--- src/rtl/fetch_stage.sv ---
// Instruction fetch stage: owns the PC, reads the combinational instruction memory and
// fills a single-entry IF/ID register handed to decode over a valid/ready handshake.
module fetch_stage #(
   parameter logic [63:0] RESET_PC  = 64'h0,
   parameter logic [31:0] NOP_INSTR = 32'h00000013
) (
   input  logic        clk,
   input  logic        rst,
   output logic [63:0] pc_addr,
   input  logic [31:0] imem_instr,
   input  logic        imem_exc_en,
   input  logic [3:0]  imem_exc_code,
   input  logic [63:0] imem_exc_val,
   input  logic        br_en,
   input  logic [63:0] br_pc,
   input  logic        trap_en,
   input  logic [63:0] trap_pc,
   input  logic        id_ready,
   output logic        if_valid,
   output logic [63:0] if_pc,
   output logic [31:0] if_instr,
   output logic        if_exc_en,
   output logic [3:0]  if_exc_code,
   output logic [63:0] if_exc_val
);

   typedef enum logic {RUN, FAULT} state_t;

   state_t      state;
   logic [63:0] pc;
   logic        redirect;
   logic [63:0] target;
   logic        fire;

   assign pc_addr  = pc;
   assign redirect = trap_en || br_en;
   assign target   = trap_en ? trap_pc : br_pc;
   assign fire     = (state == RUN) && (!if_valid || id_ready) && !redirect;

   // Redirects flush the buffered entry; a faulting fetch parks the stage with pc held
   // until the trap redirect arrives.
   always_ff @(posedge clk) begin
      if (!rst) begin
         state       <= RUN;
         pc          <= RESET_PC;
         if_valid    <= 1'b0;
         if_pc       <= 64'h0;
         if_instr    <= NOP_INSTR;
         if_exc_en   <= 1'b0;
         if_exc_code <= 4'h0;
         if_exc_val  <= 64'h0;
      end else if (redirect) begin
         state    <= RUN;
         pc       <= target;
         if_valid <= 1'b0;
      end else if (fire) begin
         if_valid <= 1'b1;
         if_pc    <= pc;
         if (pc[1:0] != 2'b00) begin
            state       <= FAULT;
            if_instr    <= NOP_INSTR;
            if_exc_en   <= 1'b1;
            if_exc_code <= 4'h0;
            if_exc_val  <= pc;
         end else if (imem_exc_en) begin
            state       <= FAULT;
            if_instr    <= NOP_INSTR;
            if_exc_en   <= 1'b1;
            if_exc_code <= imem_exc_code;
            if_exc_val  <= imem_exc_val;
         end else begin
            pc          <= pc + 64'd4;
            if_instr    <= imem_instr;
            if_exc_en   <= 1'b0;
            if_exc_code <= 4'h0;
            if_exc_val  <= 64'h0;
         end
      end else if (id_ready) begin
         if_valid <= 1'b0;
      end
   end

endmodule

--- config.mk ---
export PLATFORM = sky130hd
export DESIGN_NAME = fetch_stage
export DESIGN_NICKNAME = d
export VERILOG_FILES = /design/src/rtl/fetch_stage.sv
export SDC_FILE = /design/constraint.sdc
export NUM_CORES = 1
export LEC_CHECK = 0
export ABC_CLOCK_PERIOD_IN_PS = 3000
export CAP_MARGIN = 30
export CORE_AREA = 2 2 181 183
export CTS_CLUSTER_DIAMETER = 30
export CTS_CLUSTER_SIZE = 12
export DETAILED_ROUTE_END_ITERATION = 8
export DIE_AREA = 0 0 183 185
export PLACE_DENSITY = 0.66
export SYNTH_ARGS = -nofsm -noshare
export SYNTH_HDL_FRONTEND = slang
export SYNTH_SLANG_ARGS = --single-unit
--- constraint.sdc ---
create_clock -name clk -period 3 [get_ports clk]
set_input_delay 0.3 -clock clk [delete_from_list [all_inputs] [get_ports clk]]
set_output_delay 0.3 -clock clk [all_outputs]
set_load 0.05 [all_outputs]
==> summary.log <==
INFO  clock_tree     cts_setup_buffers=0
INFO  worst_setup_path worstPathBufferInverterCount=0
INFO  yosys          xor_and_xnor_fraction_of_the_mapped_netlist_area=2.45%
INFO  sta            setup_slack=312ps
INFO  yosys          synth-simple-area-share=25.5%
INFO  sta            max_slew.worst_pin.slew=902ps
INFO  floorplan      io_pins=464
INFO  floorplan      core_box_area=0.0320mm²
INFO  yosys          most_frequent_cell_after_synthesis=nand2_1
INFO  yosys          synth_fa_ha_area_share=0.117%
INFO  yosys          synth_area_leader_cell=dfxtp_1
INFO  yosys          yosys_register_bits=231
INFO  detailed_routing drt_drc_violations_left=0
INFO  detailed_routing dr.max_layer_used=met5
INFO  floorplan      floorplan.rows=66
INFO  sta            fin_crit_sh=89.6%
INFO  yosys          mappedNetlistArea=0.0107mm²
INFO  yosys          synth_warnings=0
INFO  yosys          netlist_instances=1398
INFO  worst_setup_path critical_path.cell_chain=nand4_1 > nor3_1 > nand4_1 > nor4_1 > mux2i_1 > o2bb2ai_1
INFO  power_and_ir_drop power-per-cell-area=673mW/mm²
INFO  detailed_routing finalWirelength=51600µm
INFO  yosys          yosys-top-cells-count=nand2_1 (259), dfxtp_1 (231), nor2_1 (149), a21oi_1 (118), clkbuf_1 (111)
INFO  place          io_buffer_count=463
INFO  detailed_routing via_to_cell_ratio=5.56
INFO  yosys          post_synthesis_average_cell_area=7.66µm²
INFO  sta            period_minus_slack=2690ps
INFO  clock_tree     hold_buffers=0
INFO  cells_and_area layout-drive-gt1-share=10.8%
INFO  worst_setup_path setup.worst_path.class=reg2reg
INFO  detailed_routing drt_iter0_drc=808
INFO  worst_setup_path crit_path_top_delay_cell=nor4_1
INFO  floorplan      dieHeight=185µm
INFO  yosys          post_synthesis_compound_gate_area_fraction=22.9%
INFO  worst_setup_path crit_path_start_kind=flop
INFO  worst_setup_path crit_fanout=7
INFO  yosys          ys_top_cells_by_area=dfxtp_1 (43%), nand2_1 (9.1%), a21oi_1 (5.5%), nor2_1 (5.2%), a311oi_1 (4.5%)
INFO  sta            finalHoldViolations=0
INFO  place          gp_congestion=0.909
INFO  detailed_routing detail-route-antenna-nets=0
INFO  yosys          synth.net_count=1633
INFO  worst_setup_path critPathRequiredTime=3480ps
INFO  clock_tree     htree_levels=2
INFO  detailed_routing dr.pass1.iters=5
INFO  sta            clock_skews=43.1ps
INFO  floorplan      die-area=0.0339mm²
INFO  clock_tree     worstSkewPairLatency=600ps
INFO  place          preCtsSetupSlack=341ps
INFO  sta            finalSetupTns=0ps
INFO  yosys          synth_top_family_by_area=simple AND/OR/NAND/NOR gates
INFO  hold_path      min-delay-path-class=in2reg
INFO  sta            unrepaired_setup_endpoints_after_global_routing=no
INFO  yosys          ys_seq_area_share=43.2%
INFO  clock_tree     clock-sinks=231
INFO  detailed_routing num_vias=12900
INFO  grt            grt_use_total=28.8%
INFO  flow_run       drv.max_cap_violation_count=0
INFO  worst_setup_path critical_path_arrival=3170ps
INFO  grt            first_global_vias=12400
INFO  worst_setup_path cpPeakStageDelay=500ps
INFO  grt            initial_antenna_violation_count=4
INFO  cells_and_area fill_cells=2935
INFO  yosys          yosys.cell_types.count=60
INFO  grt            grt.overflow.total=0
INFO  yosys          postSynth.asyncResetShare=0%
INFO  cells_and_area syn_to_final_growth=69.9%
INFO  yosys          synthDominantCellAreaShare=43.2%
INFO  worst_setup_path cpMostUsedCell=nand4_1
INFO  clock_tree     tritoncts_clock_tree=built
INFO  power_and_ir_drop power.leakage=0.00641µW
INFO  detailed_routing wl_per_cell=22.1µm
INFO  sta            final-setup-viol-count=0
INFO  worst_setup_path cp_top_family=simple AND/OR/NAND/NOR gates
INFO  sta            max-slew-margin-rel=39.9%
INFO  run_status     outcome=finished clean
INFO  floorplan      floorplan.initialDensity=33.4%
INFO  sta            timing.final.max_slew_violations=0
INFO  cells_and_area nNetsFinal=2105
INFO  sta            fin_hold_ws=39.0ps
INFO  clock_tree     cts_root_buf=clkbuf_16
INFO  clock_tree     post_cts_resized=0
INFO  detailed_routing drt-met1-wl=20400µm
INFO  yosys          synth_edf_count=0
INFO  yosys          synth_ff_type=dfxtp_1
INFO  grt            grt_pass1_wl=75300µm
INFO  place          dp_hpwl=36400µm
INFO  clock_tree     cts_made_buffers=59
INFO  clock_tree     path_clk_slew=50ps
INFO  detailed_routing detailed_route_wirelength_on_metal3=4780µm
INFO  grt            grt_max_degree=103
INFO  power_and_ir_drop irDropWorstVdd=0.517mV
INFO  floorplan      die_x=183µm
INFO  yosys          synthMuxAreaShare=0.561%
INFO  sta            maxClockFrequency=372MHz
INFO  worst_setup_path critPathCaptureType=flop
INFO  clock_tree     clock_path_buffers=3
INFO  detailed_routing met2WireLength=24700µm
placed cells by master (no fill, tap or decap), drive strengths merged, types with 22 or more instances in the layout:
cell type,n
nand4,31
buf,81
clkdlybuf4s50,460
a311oi,55
dfxtp,231
xnor2,25
a21oi,118
nor3,31
o21ai,50
a22oi,47
nor4,22
nand3,93
nor2,149
clkbuf,70
nand2,259
worst paths after layout:
check,startpoint,to,slack [ps],cells after the start
worst max-delay path,pc_addr[37]$_SDFFE_PN0P_,pc_addr[62]$_SDFFE_PN0P_,310,6
worst min-delay path,rst,if_instr[1]$_SDFFE_PN1P_,40,2
worst max register to register,pc_addr[37]$_SDFFE_PN0P_,pc_addr[62]$_SDFFE_PN0P_,310,6
worst min register to register,if_pc[28]$_SDFFE_PN0P_,if_pc[28]$_SDFFE_PN0P_,450,2
registers in the layout, indices dropped and copies added (netlist names):
register / count
if_exc_code: 4
if_exc_en: 1
if_exc_val: 64
if_instr: 32
if_pc: 64
if_valid: 1
pc_addr: 64
state: 1
stage by stage:
| step | total power (µW) | area, µm² | utilization (%) | std cells |
|---|---|---|---|---|
| after CTS | 12300 | 18200 | 56.7 | 2327 |
| after floorplan | 4550 | 10700 | - | 1398 |
| after detailed placement | 5560 | 16000 | 50.0 | 2217 |
| final | 12200 | 18200 | 56.7 | 2329 |
| after global routing | 12600 | 18200 | 56.7 | 2328 |
| after global placement | 5540 | 16000 | 50.0 | 2217 |
cell type report:
cell class	count	area, µm²	share of cell area, %
multi-input combinational	1021	5550	30.5
timing repair buffer	541	5280	29.1
sequential	231	4620	25.4
clock buffer	70	1600	8.79
clock inverter	40	547	3.01
tap	408	510	2.81
inverter	16	65.1	0.358
antenna	2	5.00	0.0275
where the power goes:
part / internal, µW / switching, µW / total [µW]
Sequential: 3240 / 137 / 3380
Combinational: 821 / 1320 / 2140
Clock: 4590 / 2120 / 6710
per-layer routing:
metal / track usage (%) / vias to the layer above
met4: 10.0 / 4
met2: 49.1 / 671
li1: - / 5998
met3: 7.85 / 116
met5: 0 / -
met1: 35.0 / 6160
logic make-up after synthesis:
group / after synthesis
xor gates and xnor gates: 30
AOI/OAI and AO/OA: 368
and+or+nand+nor: 616
muxes: 6
adders and majority gates: 1
buffers and inverters: 146
DFF: 231
Power figures use the tool's default switching activity.
